**src/rtl/mem_req_arbiter_if.sv**
```systemverilog
// Two-master request/response bus plus the downstream memory-controller channel.
// The slave modport is the arbiter's view; the master modport is the environment's view.
interface mem_req_arbiter_if #(
    parameter int ADDR_WIDTH = 32,
    parameter int DATA_WIDTH = 64
);
    logic [1:0]              m_req_valid;
    logic [1:0]              m_req_ready;
    logic [2*ADDR_WIDTH-1:0] m_req_addr;
    logic [2*DATA_WIDTH-1:0] m_req_wdata;
    logic [1:0]              m_req_write;
    logic [1:0]              m_resp_valid;
    logic [1:0]              m_resp_ready;
    logic [DATA_WIDTH-1:0]   m_resp_rdata;
    logic                    m_resp_error;

    logic                    mem_req_valid;
    logic                    mem_req_ready;
    logic [ADDR_WIDTH-1:0]   mem_req_addr;
    logic [DATA_WIDTH-1:0]   mem_req_wdata;
    logic                    mem_req_write;
    logic                    mem_resp_valid;
    logic                    mem_resp_ready;
    logic [DATA_WIDTH-1:0]   mem_resp_rdata;
    logic                    mem_resp_error;

    modport slave (
        input  m_req_valid, m_req_addr, m_req_wdata, m_req_write, m_resp_ready,
        output m_req_ready, m_resp_valid, m_resp_rdata, m_resp_error,
        output mem_req_valid, mem_req_addr, mem_req_wdata, mem_req_write, mem_resp_ready,
        input  mem_req_ready, mem_resp_valid, mem_resp_rdata, mem_resp_error
    );

    modport master (
        output m_req_valid, m_req_addr, m_req_wdata, m_req_write, m_resp_ready,
        input  m_req_ready, m_resp_valid, m_resp_rdata, m_resp_error,
        input  mem_req_valid, mem_req_addr, mem_req_wdata, mem_req_write, mem_resp_ready,
        output mem_req_ready, mem_resp_valid, mem_resp_rdata, mem_resp_error
    );
endinterface

```
**src/rtl/mem_req_arbiter.sv**
```systemverilog
// Round-robin arbiter for two masters sharing one memory controller; an owner FIFO
// records which master issued each accepted request so in-order responses route back.
module mem_req_arbiter #(
    parameter int ADDR_WIDTH = 32,
    parameter int DATA_WIDTH = 64,
    parameter int TAG_DEPTH  = 4
) (
    input  logic                           clk,
    input  logic                           rst_n,
    mem_req_arbiter_if.slave               bus,
    output logic [$clog2(TAG_DEPTH+1)-1:0] outstanding,
    output logic                           err_orphan
);
    localparam int CNT_W = $clog2(TAG_DEPTH + 1);
    localparam int PTR_W = $clog2(TAG_DEPTH);
    localparam logic [CNT_W-1:0] FULL_CNT = CNT_W'(TAG_DEPTH);

    logic             last_grant;
    logic [PTR_W-1:0] wr_ptr;
    logic [PTR_W-1:0] rd_ptr;
    logic             owner [TAG_DEPTH];

    logic       any_req;
    logic       grant_idx;
    logic [1:0] grant;
    logic       full;
    logic       empty;
    logic       accept;
    logic       pop;
    logic       head;

    // Grant is recomputed every cycle; nothing is locked until the memory side accepts.
    always_comb begin
        any_req   = |bus.m_req_valid;
        grant_idx = 1'b0;
        if (bus.m_req_valid == 2'b11)
            grant_idx = ~last_grant;
        else
            grant_idx = bus.m_req_valid[1];
        grant = 2'b00;
        if (any_req)
            grant = grant_idx ? 2'b10 : 2'b01;
    end

    assign full  = (outstanding == FULL_CNT);
    assign empty = (outstanding == '0);

    assign bus.mem_req_valid = any_req && !full;
    assign bus.mem_req_addr  = grant_idx ? bus.m_req_addr[2*ADDR_WIDTH-1:ADDR_WIDTH]
                                         : bus.m_req_addr[ADDR_WIDTH-1:0];
    assign bus.mem_req_wdata = grant_idx ? bus.m_req_wdata[2*DATA_WIDTH-1:DATA_WIDTH]
                                         : bus.m_req_wdata[DATA_WIDTH-1:0];
    assign bus.mem_req_write = bus.m_req_write[grant_idx];
    assign bus.m_req_ready   = grant & {2{bus.mem_req_ready && !full}};
    assign accept            = bus.mem_req_valid && bus.mem_req_ready;

    // With no owner on record the beat is an orphan: accept and drop it.
    assign head               = owner[rd_ptr];
    assign bus.m_resp_valid   = empty ? 2'b00
                              : (head ? {bus.mem_resp_valid, 1'b0} : {1'b0, bus.mem_resp_valid});
    assign bus.mem_resp_ready = empty ? 1'b1 : bus.m_resp_ready[head];
    assign pop                = bus.mem_resp_valid && bus.mem_resp_ready && !empty;

    assign bus.m_resp_rdata = bus.mem_resp_rdata;
    assign bus.m_resp_error = bus.mem_resp_error;

    always_ff @(posedge clk or negedge rst_n) begin
        if (!rst_n) begin
            last_grant  <= 1'b1;
            wr_ptr      <= '0;
            rd_ptr      <= '0;
            outstanding <= '0;
            err_orphan  <= 1'b0;
        end else begin
            if (accept) begin
                last_grant <= grant_idx;
                wr_ptr     <= wr_ptr + 1'b1;
            end
            if (pop)
                rd_ptr <= rd_ptr + 1'b1;
            if (accept && !pop)
                outstanding <= outstanding + 1'b1;
            else if (!accept && pop)
                outstanding <= outstanding - 1'b1;
            if (bus.mem_resp_valid && empty)
                err_orphan <= 1'b1;
        end
    end

    // Owner storage is qualified by the pointers, so it needs no reset.
    always_ff @(posedge clk) begin
        if (accept)
            owner[wr_ptr] <= grant_idx;
    end
endmodule

```
**src/flat_wrapper.sv**
```systemverilog
// flat-port wrapper written by rule: the top's interface ports become plain ports
module mem_req_arbiter_flat 
#(
    parameter int ADDR_WIDTH = 32,
    parameter int DATA_WIDTH = 64,
    parameter int TAG_DEPTH  = 4
)
  (clk, rst_n, outstanding, err_orphan, bus_m_req_valid, bus_m_req_addr, bus_m_req_wdata, bus_m_req_write, bus_m_resp_ready, bus_m_req_ready, bus_m_resp_valid, bus_m_resp_rdata, bus_m_resp_error, bus_mem_req_valid, bus_mem_req_addr, bus_mem_req_wdata, bus_mem_req_write, bus_mem_resp_ready, bus_mem_req_ready, bus_mem_resp_valid, bus_mem_resp_rdata, bus_mem_resp_error);
  mem_req_arbiter_if #(.ADDR_WIDTH(ADDR_WIDTH), .DATA_WIDTH(DATA_WIDTH)) bus_i ();
  input  logic clk;
  input  logic rst_n;
  output logic [$clog2(TAG_DEPTH+1)-1:0] outstanding;
  output logic err_orphan;
  input wire logic [$bits(bus_i.m_req_valid)-1:0] bus_m_req_valid;
  input wire logic [$bits(bus_i.m_req_addr)-1:0] bus_m_req_addr;
  input wire logic [$bits(bus_i.m_req_wdata)-1:0] bus_m_req_wdata;
  input wire logic [$bits(bus_i.m_req_write)-1:0] bus_m_req_write;
  input wire logic [$bits(bus_i.m_resp_ready)-1:0] bus_m_resp_ready;
  output wire logic [$bits(bus_i.m_req_ready)-1:0] bus_m_req_ready;
  output wire logic [$bits(bus_i.m_resp_valid)-1:0] bus_m_resp_valid;
  output wire logic [$bits(bus_i.m_resp_rdata)-1:0] bus_m_resp_rdata;
  output wire logic [$bits(bus_i.m_resp_error)-1:0] bus_m_resp_error;
  output wire logic [$bits(bus_i.mem_req_valid)-1:0] bus_mem_req_valid;
  output wire logic [$bits(bus_i.mem_req_addr)-1:0] bus_mem_req_addr;
  output wire logic [$bits(bus_i.mem_req_wdata)-1:0] bus_mem_req_wdata;
  output wire logic [$bits(bus_i.mem_req_write)-1:0] bus_mem_req_write;
  output wire logic [$bits(bus_i.mem_resp_ready)-1:0] bus_mem_resp_ready;
  input wire logic [$bits(bus_i.mem_req_ready)-1:0] bus_mem_req_ready;
  input wire logic [$bits(bus_i.mem_resp_valid)-1:0] bus_mem_resp_valid;
  input wire logic [$bits(bus_i.mem_resp_rdata)-1:0] bus_mem_resp_rdata;
  input wire logic [$bits(bus_i.mem_resp_error)-1:0] bus_mem_resp_error;
  assign bus_i.m_req_valid = bus_m_req_valid;
  assign bus_i.m_req_addr = bus_m_req_addr;
  assign bus_i.m_req_wdata = bus_m_req_wdata;
  assign bus_i.m_req_write = bus_m_req_write;
  assign bus_i.m_resp_ready = bus_m_resp_ready;
  assign bus_m_req_ready = bus_i.m_req_ready;
  assign bus_m_resp_valid = bus_i.m_resp_valid;
  assign bus_m_resp_rdata = bus_i.m_resp_rdata;
  assign bus_m_resp_error = bus_i.m_resp_error;
  assign bus_mem_req_valid = bus_i.mem_req_valid;
  assign bus_mem_req_addr = bus_i.mem_req_addr;
  assign bus_mem_req_wdata = bus_i.mem_req_wdata;
  assign bus_mem_req_write = bus_i.mem_req_write;
  assign bus_mem_resp_ready = bus_i.mem_resp_ready;
  assign bus_i.mem_req_ready = bus_mem_req_ready;
  assign bus_i.mem_resp_valid = bus_mem_resp_valid;
  assign bus_i.mem_resp_rdata = bus_mem_resp_rdata;
  assign bus_i.mem_resp_error = bus_mem_resp_error;
  mem_req_arbiter #(.ADDR_WIDTH(ADDR_WIDTH), .DATA_WIDTH(DATA_WIDTH), .TAG_DEPTH(TAG_DEPTH)) u_core (.clk(clk), .rst_n(rst_n), .bus(bus_i), .outstanding(outstanding), .err_orphan(err_orphan));
endmodule
```
**config.mk**
```make
export PLATFORM = sky130hd
export DESIGN_NAME = mem_req_arbiter_flat
export DESIGN_NICKNAME = d
export VERILOG_FILES = /design/src/rtl/mem_req_arbiter_if.sv /design/src/rtl/mem_req_arbiter.sv /design/src/flat_wrapper.sv
export SDC_FILE = /design/constraint.sdc
export NUM_CORES = 1
export LEC_CHECK = 0
export ABC_AREA = 1
export CAP_MARGIN = 20
export CORE_AREA = 2 2 169 171
export CTS_CLUSTER_SIZE = 10
export DETAILED_ROUTE_END_ITERATION = 8
export DIE_AREA = 0 0 171 173
export PLACE_DENSITY_LB_ADDON = 0.05
export RECOVER_POWER = 100
export SYNTH_ARGS = -nofsm -noshare
export SYNTH_HDL_FRONTEND = slang
export SYNTH_SLANG_ARGS = --single-unit
```
**constraint.sdc**
```tcl
create_clock -name clk -period 1.8 [get_ports clk]
set_clock_uncertainty 0.05 [all_clocks]
set_input_delay 0.36 -clock clk [delete_from_list [all_inputs] [get_ports clk]]
set_output_delay 0.36 -clock clk [all_outputs]
set_load 0.05 [all_outputs]
```
==> reports/qor.yml <==
synth:
  ys_seq_area_share_pct: 14.4
  yosys.area.top_type_share_pct: 47.5
  syn_inst: 454
  synth-simple-area-share_pct: 52.0
  yosysUniqueCellTypes: 26
  syn_area_sq_um: 2400
  synth-edff-count: 4
  synth_common_cells: "nand2_1, buf_4, inv_1"
  synth_top_family_by_area: "simple AND/OR/NAND/NOR gates"
  synth_xor_area_share_pct: 1.46
  yosys-top-cells-area: "nand2_1, buf_4, dfrtp_1"
  yosys.area.top_type: "nand2_1"
  avgSynthCellArea_sq_um: 5.29
  synth_async_sr_flop_share_pct: 69.2
  synthAdderAreaFrac_pct: 3.44
  muxShareOfSynthArea_pct: 0.469
  ys_warn_count: 0
  synth_compound_area_share_pct: 1.72
  synth-main-ff-cell: "dfrtp_1"
  synth.most_common_cell: "nand2_1"
  ys_ff_latch: 13
  syn-num-nets: 727
clock_network:
  insertion_delay_ps: 250
  ctsHoldBuffers: 0
  cts_max_level: 1
  cts_inserted_buffers: 3
  cts.sinks: 13
  root_buffer: "clkbuf_16"
  clk_path_buf_depth: 2
  tritoncts: "done"
  clk_transition_reported_paths_ps: 50
worst_setup_path:
  worstPathCellList: "nand2_4, nand2_8, buf_12, buf_12, buf_12, nand2_2, nand2_2, buf_8"
  r2r-start: "u_core.rd_ptr[0]"
  path_max_fanout: 6
  cp.arrival_ps: 1680
  worstPathRequired_ps: 1390
  startpoint_type: "register"
  cp_slowest_cell: "dfstp_2"
  max_stage_delay_ps: 570
  r2r_slack_ps: -200
  crit_type: "reg -> out"
  worstSetupEndpointType: "output pin"
  cpMostUsedCell: "buf_12"
  timing.rr.end: "u_core.outstanding[1]"
  r2r_cells: 11
timing:
  drv_slew: 0
  fin_crit_sh_pct: 116
  setup_viol: 103
  max_freq_mhz: 479
  holdWs_ps: 412
  hold_viol_final: 0
  tightestPinTransition_ps: 594
  fin_crit_ps: 2090
  rsz0062_at_grt: "yes"
  slew_headroom_pct: 60.6
  fin_ws_ps: -289
worst_hold_path:
  hold_path_depth: 1
  min_from: "u_core.err_orphan"
  min_to: "u_core.err_orphan"
  hp-class: "reg -> reg"
placement:
  dp_cells: 1100
  routabilityCongestion: 0.793
  io_buffers: 308
  post-dp-hpwl_microns: 15400
global_routing:
  grt.total_usage_pct: 12.5
  grt_pass1_vias: 4034
  use_met3_pct: 4.33
  top_usage_layer: "met2"
  grt_max_degree: 27
  gr-total-overflow: 0
  antenna_found_initial: 1
  grt_use_met2_pct: 24.7
  grt_pass1_wl_microns: 27400
  met1_usage_pct: 12.7
power_and_ir_drop:
  p_leak_uw: 0.00346
  peakVddDrop_v: 0.000259
  p_per_area_nw_per_um2: 927
route:
  ant_nets: 0
  route.detailed.drc: 0
  dr.pass1.iters: 4
  drtIter0Drc: 62
  vias: 3865
  routedWlPerCell_microns: 16.9
  via_per_inst: 3.40
  finalWirelength_microns: 19200
floorplan:
  die_w_microns: 171
  rows: 61
  ios: 439
  initial_core_util_pct: 8.69
  core-area_sq_um: 27600
  die_area_sq_um: 29600
  fp.dieH_microns: 173
flow_run:
  cap_viol_max_count: 0
layout:
  fillers: 3026
  final_nets: 1033
  area_delta_synth_final_pct: 214
  drive_gt1_share_pct: 47.3
  antenna_cells: 0
  final_cells: 1137
run_status:
  outcome: "complete, but fails checks"
  violations: "setup timing"
## area by class of cell
cell class                 count  area [sq um]  area share (%)
sequential                    13           349            4.63
inverter                      13          68.8           0.913
multi-input combinational    343          2080            27.6
clock buffer                   4          78.8            1.05
timing repair buffer         386          4490            59.6
tap                          378           473            6.27
## registers in the layout (all words and copies together) (netlist names)
name and cells:
u_core.wr_ptr 2, u_core.err_orphan 1, u_core.outstanding 3, u_core.rd_ptr 2, u_core.last_grant 1, u_core.owner 4
## worst max path at each step
stage                                      from               endpoint  slack, ps  cells after the start
after global placement       bus_m_req_valid[1]  bus_mem_req_wdata[32]       -490                      9
final                         u_core.last_grant  bus_mem_req_wdata[37]       -290                      8
after floorplan           u_core.outstanding[0]     bus_m_req_ready[0]       -470                      4
after global routing          u_core.last_grant  bus_mem_req_wdata[62]       -350                      8
after detailed placement     bus_m_req_valid[1]  bus_mem_req_wdata[32]       -490                      9
after CTS                     u_core.last_grant  bus_mem_req_wdata[28]       -360                      8
## kinds of logic after synthesis
family                   Yosys count
flip-flops                        13
buffers and inverters             98
AND/OR/NAND/NOR                  325
XOR/XNOR                           4
adder cells (fa/ha/maj)            6
AO/OA/AOI/OAI                      7
multiplexers                       1
## worst max-delay path, delay by kind of cell, from the launching register on
| family | cells | cell delay, ps |
|---|---|---|
| buffers and inverters | 4 | 520 |
| and+or+nand+nor | 4 | 330 |
| DFF | 1 | 570 |
## layer usage
layer,up-vias,wire length [microns]
li1,1909,-
met4,2,163
met5,-,13
met1,1743,6450
met2,199,10900
met3,12,1710
## power breakdown
| group | switching [uW] | internal, uW |
|---|---|---|
| sequential | 125 | 434 |
| combinational | 3180 | 2810 |
| clock | 140 | 300 |
| total | 3440 | 3550 |
## cells in the final DEF (no fill, tap or decap), types with 5 or more instances in the layout
| cell type | netlist | final |
|---|---|---|
| clkbuf_16 | 0 | 5 |
| inv_1 | 11 | 7 |
| clkdlybuf4s50_1 | 0 | 197 |
| nand2_2 | 4 | 112 |
| nor2_4 | 0 | 5 |
| nand2_4 | 0 | 34 |
| nor2_1 | 9 | 5 |
| buf_4 | 68 | 37 |
| nand2_1 | 304 | 161 |
| buf_6 | 0 | 60 |
| buf_16 | 0 | 7 |
| buf_8 | 0 | 55 |
| buf_12 | 0 | 21 |
| dfrtp_1 | 8 | 6 |
## timing repair
action	in CTS	in global routing
cloned	8	2
setup endpoints to repair	104	104
gates resized for setup	236	144
pin swaps	31	35
buffers inserted	21	12
## through the flow
stage          TNS, ps  power, uW  cell area, sq um  utilization (%)  setup WS, ps
5_1_grt         -30750       7390              7540             27.3          -350
2_1_floorplan    -1850       3410              2480                -          -467
3_3_place_gp    -39570       5120              5710             20.7          -487
3_5_place_dp    -39620       5130              5710             20.7          -492
6_report        -23800       6990              7540             27.3          -289
4_1_cts         -30320       6660              6990             25.3          -357
No activity file was read; power rests on OpenSTA's default activity.
